--- config.mk ---
export PLATFORM = sky130hd
export DESIGN_NAME = inband_reg_bank
export DESIGN_NICKNAME = d
export VERILOG_FILES = /design/src/rtl/inband_reg_bank.sv
export SDC_FILE = /design/constraint.sdc
export NUM_CORES = 1
export LEC_CHECK = 0
export BUFFER_PORTS_ARGS = -buffer_cell sky130_fd_sc_hd__buf_2
export CAP_MARGIN = 20
export CORE_MARGIN = 4
export CORE_UTILIZATION = 35
export DETAILED_ROUTE_END_ITERATION = 6
export HOLD_SLACK_MARGIN = 0.05
export PLACE_DENSITY = 0.65
export SLEW_MARGIN = 20
export SYNTH_ARGS = -nofsm -noshare
export SYNTH_HDL_FRONTEND = slang
export SYNTH_SLANG_ARGS = --single-unit
--- constraint.sdc ---
create_clock -name clk -period 2.2 [get_ports clk]
set_clock_uncertainty 0.15 [all_clocks]
set_input_delay 0.22 -clock clk [delete_from_list [all_inputs] [get_ports clk]]
set_output_delay 0.22 -clock clk [all_outputs]
set_load 0.01 [all_outputs]
--- src/rtl/inband_reg_bank.sv ---
// In-band register bank: NUM_REGS 32-bit slots starting at BASE_ADDR, reached
// through a registered request/ack handshake from the in-band command decoder.
// Read-only slots return live status words, and every accepted write produces a
// one-cycle strobe so that external setting_reg users can track it.
module inband_reg_bank #(
  parameter int BASE_ADDR = 51,
  parameter int NUM_REGS  = 4,
  parameter logic [NUM_REGS-1:0]    RO_MASK   = '0,
  parameter logic [NUM_REGS*32-1:0] RESET_VAL = '0
) (
  input  logic                     clk,
  input  logic                     reset,
  input  logic [1:0]               enable,
  input  logic [6:0]               addr,
  input  logic [31:0]              datain,
  input  logic [NUM_REGS*32-1:0]   status_in,
  output logic [31:0]              dataout,
  output logic                     ack,
  output logic [6:0]               addr_wr,
  output logic [31:0]              data_wr,
  output logic                     strobe_wr,
  output logic [NUM_REGS*32-1:0]   reg_out,
  output logic [15:0]              debugbus
);

  // Reject configurations whose decoded window would run past the 7-bit address space.
  generate
    if (NUM_REGS < 1 || NUM_REGS > 16) begin : gBadCount
      $error("inband_reg_bank: NUM_REGS must be in 1..16");
    end
    if (BASE_ADDR < 0 || BASE_ADDR + NUM_REGS > 128) begin : gBadRange
      $error("inband_reg_bank: BASE_ADDR+NUM_REGS exceeds the 7-bit address space");
    end
  endgenerate

  typedef enum logic [1:0] {
    IDLE = 2'd0,
    ACK  = 2'd1,
    HOLD = 2'd2
  } state_t;

  state_t      state_q, state_d;
  logic        ack_q, ack_d;
  logic        strobeWr_q, strobeWr_d;
  logic [31:0] dataOut_q, dataOut_d;
  logic [6:0]  addrWr_q, addrWr_d;
  logic [31:0] dataWr_q, dataWr_d;
  logic [31:0] regs_q [NUM_REGS];
  logic [31:0] regs_d [NUM_REGS];

  logic [7:0]  idx;
  logic        inRange;
  logic [31:0] readData;
  logic [NUM_REGS*32-1:0] regOutBus;

  // Slot index is formed in 8 bits so an address below BASE_ADDR wraps high and fails the bound check.
  always_comb begin
    idx     = {1'b0, addr} - 8'(BASE_ADDR);
    inRange = ({1'b0, addr} >= 8'(BASE_ADDR)) && (idx < 8'(NUM_REGS));
  end

  // Read mux: RO slots expose status_in live, misses read back as all ones.
  always_comb begin
    readData = 32'hFFFF_FFFF;
    for (int i = 0; i < NUM_REGS; i++) begin
      if (inRange && idx == 8'(i)) begin
        readData = RO_MASK[i] ? status_in[32*i +: 32] : regs_q[i];
      end
    end
  end

  // Present RW slot contents to the datapath; RO slots hold no storage and drive zero.
  always_comb begin
    regOutBus = '0;
    for (int i = 0; i < NUM_REGS; i++) begin
      regOutBus[32*i +: 32] = RO_MASK[i] ? 32'h0 : regs_q[i];
    end
  end

  // Handshake FSM: capture one access in IDLE, acknowledge it once, then wait for the request to drop.
  always_comb begin
    state_d    = state_q;
    ack_d      = 1'b0;
    strobeWr_d = 1'b0;
    dataOut_d  = dataOut_q;
    addrWr_d   = addrWr_q;
    dataWr_d   = dataWr_q;
    regs_d     = regs_q;
    case (state_q)
      IDLE: begin
        if (enable[1]) begin
          state_d = ACK;
          ack_d   = 1'b1;
          if (enable[0]) begin
            dataOut_d = readData;
          end else begin
            strobeWr_d = 1'b1;
            addrWr_d   = addr;
            dataWr_d   = datain;
            for (int i = 0; i < NUM_REGS; i++) begin
              if (inRange && idx == 8'(i) && !RO_MASK[i]) begin
                regs_d[i] = datain;
              end
            end
          end
        end
      end
      ACK: begin
        state_d = HOLD;
      end
      HOLD: begin
        if (!enable[1]) begin
          state_d = IDLE;
        end
      end
      default: begin
        state_d = IDLE;
      end
    endcase
  end

  // State and output registers; synchronous reset reloads the per-slot defaults.
  always_ff @(posedge clk) begin
    if (reset) begin
      state_q    <= IDLE;
      ack_q      <= 1'b0;
      strobeWr_q <= 1'b0;
      dataOut_q  <= 32'h0;
      addrWr_q   <= 7'h0;
      dataWr_q   <= 32'h0;
      for (int i = 0; i < NUM_REGS; i++) begin
        regs_q[i] <= RO_MASK[i] ? 32'h0 : RESET_VAL[32*i +: 32];
      end
    end else begin
      state_q    <= state_d;
      ack_q      <= ack_d;
      strobeWr_q <= strobeWr_d;
      dataOut_q  <= dataOut_d;
      addrWr_q   <= addrWr_d;
      dataWr_q   <= dataWr_d;
      regs_q     <= regs_d;
    end
  end

  assign dataout   = dataOut_q;
  assign ack       = ack_q;
  assign strobe_wr = strobeWr_q;
  assign addr_wr   = addrWr_q;
  assign data_wr   = dataWr_q;
  assign reg_out   = regOutBus;
  assign debugbus  = {state_q, ack_q, strobeWr_q, enable, addr[2:0], datain[3:0], dataOut_q[2:0]};

endmodule
==> run summary <==
CTS Buf Count: 23
Vias per inst: 5.13
Clock-pin slew on the worst setup and hold paths: 0.06 ns
Worst path max stage delay: 0.57 ns
Pre-antenna DRT Iters: 5
Final core utilization: 49.5%
WL final: 31600 um
Post-DP Area: 10100 sq um
Layout cell share with drive strength beyond 1: 33.3%
Max-slew violations: 0
Slowest CP cell: or4bb_4
Hold path start: addr[2]
# nets final: 1463
Post-synth cell types: 43
RR Startpoint: state_q[1]
Residual DRC count: 0
CP Max Fanout: 16
Max Fclk: 0.468 GHz
Multi-input gate area: 3690 sq um
First-pass GRT wire length: 47200 um
Top cells by area, synth: dfxtp_1 (49%), nand2_1 (15%), a21oi_1 (9.0%), clkbuf_1 (3.1%), mux2_2 (3.0%)
Required @ worst endpoint: 2.47 ns
Fin crit period: 2.14 ns
Leading area contributor after synthesis: dfxtp_1
Mapped Area: 8240 sq um
GPL Wtd Cong: 0.800
Total number of vias: 8321
Post-DP HPWL: 20100 um
Crit-path cells: dlygate4sd3_1 -> buf_2 -> or4bb_4 -> buf_4 -> nor3_4 -> buf_4 -> clkbuf_16 -> nand2_1 -> a21oi_1
Run status: complete, no violations
Post-synth EDFFs: 0
Max capacitance violation total: 0
Mapped Cells: 1007
Crit path max-delay family: buffers and inverters
Final number of hold-violating endpoints: 0
IO Count: 388
Total GRT Usage: 22.8%
Worst-margin pin slew: 0.651 ns
CTS sink cnt: 203
Synth Register Bits: 203
Busiest grt layer: met2
RSZ-0062 raised after global routing: true
Number of I/O port buffers: 259
Largest net degree at the start of global routing: 73
Sequential area share after synthesis: 49.3%
CTS HTree Levels: 1
Die Y: 161 um
CP endpoint kind: flop
Met3 GRT Util: 5.18%
Post-synth ARST share: 0%
Area Overhead vs Synth: 37.5%
FP Rows: 55
Ys Warns: 0
WHS Path Cells: 3
Post-route clock period utilization: 97.1%
Yosys top cell area share: 49.3%
Synth Flop Type: dfxtp_1
Pleak: 4.76 nW
Final Cell Area: 11300 sq um
Avg WL per Cell: 19.5 um
FF-to-FF End: reg_out[27]
CP dominant cell by count: buf_4
Slew HR: 56.6%
M2 GR Usage: 37.3%
Worst hold margin: 0.110 ns
1st-iter DRT viols: 507
# diodes: 0
Worst IR drop on VDD: 0.471 mV
FILL cells: 2227
Skew-Pair Late Insertion Delay: 0.50 ns
Synth Net Count: 1178
Core Area: 22900 sq um
Initial core utilization: 36.0%
Crit path kind: in2reg
Crit start category: input pin
Hold Path Sink: dataout[11]
WP data arrival: 2.41 ns
Die X: 161 um
Reg2reg setup slack: 0.08 ns
TritonCTS clock tree: done
Die area: 26100 sq um
Hold Path Class: in2reg
Seq. cell area: 4070 sq um
CTS max path bufs: 3
Most common cell after layout, fill and taps aside: nand2_1
Commonest cells after routing, fill and taps aside: nand2_1 (319), buf_2 (258), dfxtp_1 (201)
Clock Root Buffer: clkbuf_16
Final ANT Viol Nets: 0
Worst r2r path cells: 7
Aggregate global routing overflow: 0
Power Density: 730 nW/um^2
Met1 Usage GRT: 29.7%
Setup violations, final: 0
Pwr Total: 0.00827 W
Initial antenna violation count: 0
Post-Syn Area per Cell: 8.19 sq um
WP buf/inv: 5
Number of global-route vias before repair: 8073
-- logic make-up (layout without fill, tap and decap cells) --
| family | count (synthesis) | count (layout) | share of synthesized area, % |
|---|---|---|---|
| buf+inv | 123 | 424 | 6.80 |
| compound gates | 264 | 264 | 20.1 |
| simple gates | 390 | 390 | 20.2 |
| mux | 27 | 27 | 3.61 |
| flops | 203 | 203 | 49.3 |
-- final cells by class --
class / instances / share of cell area [%]
tap: 313 / 3.46
clock buffer: 38 / 6.28
multi-input combinational: 681 / 32.6
sequential: 203 / 35.9
inverter: 24 / 0.795
clock inverter: 3 / 0.188
timing repair buffer: 359 / 20.8
-- routing by layer --
layer,vias to the layer above,part of all wire [%]
met5,-,0
met4,0,2.9
met3,66,8.1
met2,339,47
met1,3972,42
li1,3944,-
-- cells in the mapped netlist, drive strengths merged, types with 2 or more instances --
library cell    n
a211oi          3
a311oi         10
clkbuf         67
and3            2
mux2           22
nand2b         10
nor2           14
a21oi         168
mux2i           5
o21ai           5
a221oi         19
o22a            5
buf            32
a31o            5
inv            24
o21bai         19
nor4bb          2
o221ai          5
o22ai          22
nand2         339
o2bb2ai         3
nor4b           3
nand3           6
nand3b          2
dfxtp         203
-- what timing repair did --
item,4_1_cts,5_1_grt
pin swaps,0,2
hold endpoints to repair,168,0
gates cloned,0,2
resized for setup,2,1
endpoints found under the setup margin,64,16
hold buffers,39,0
buffers inserted,0,4
-- registers in the layout, summed over array words and instances (netlist names) --
register   cells
addr_wr        7
data_wr       32
ack            1
reg_out      128
dataout       32
strobe_wr      1
state_q        2
-- power by group --
group	total [W]	internal, W	switching [W]
combinational	0.000756	0.000312	0.000444
clock	0.00371	0.00220	0.00151
sequential	0.00381	0.00376	0.0000451
-- worst reg2reg max path: cells and delay by family (launching register included) --
family | cells | cell delay, ns
simple gates | 3 | 0.82
compound gates | 1 | 0.13
flops | 1 | 0.31
buf+inv | 3 | 0.65
-- per-stage QoR --
step           instances  setup WS, ns  setup TNS [ns]
2_1_floorplan       1007       0.00374               0
3_3_place_gp        1535       -0.0880           -4.54
3_5_place_dp        1535        -0.111           -5.59
4_1_cts             1615        0.0764               0
5_1_grt             1621       -0.0245         -0.0438
6_report            1621        0.0637               0
-- how the worst max path moves through the flow --
stage | to | slack, ns | depth (start not counted) | startpoint
after global routing | reg_out[47] | -0.02 | 6 | state_q[1]
after detailed placement | reg_out[46] | -0.11 | 6 | state_q[1]
after CTS | reg_out[49] | 0.08 | 5 | state_q[1]
after floorplan | reg_out[33] | 0.004 | 7 | state_q[1]
final | reg_out[27] | 0.06 | 9 | addr[4]
after global placement | reg_out[49] | -0.09 | 5 | state_q[1]
Power figures use the tool's default switching activity.
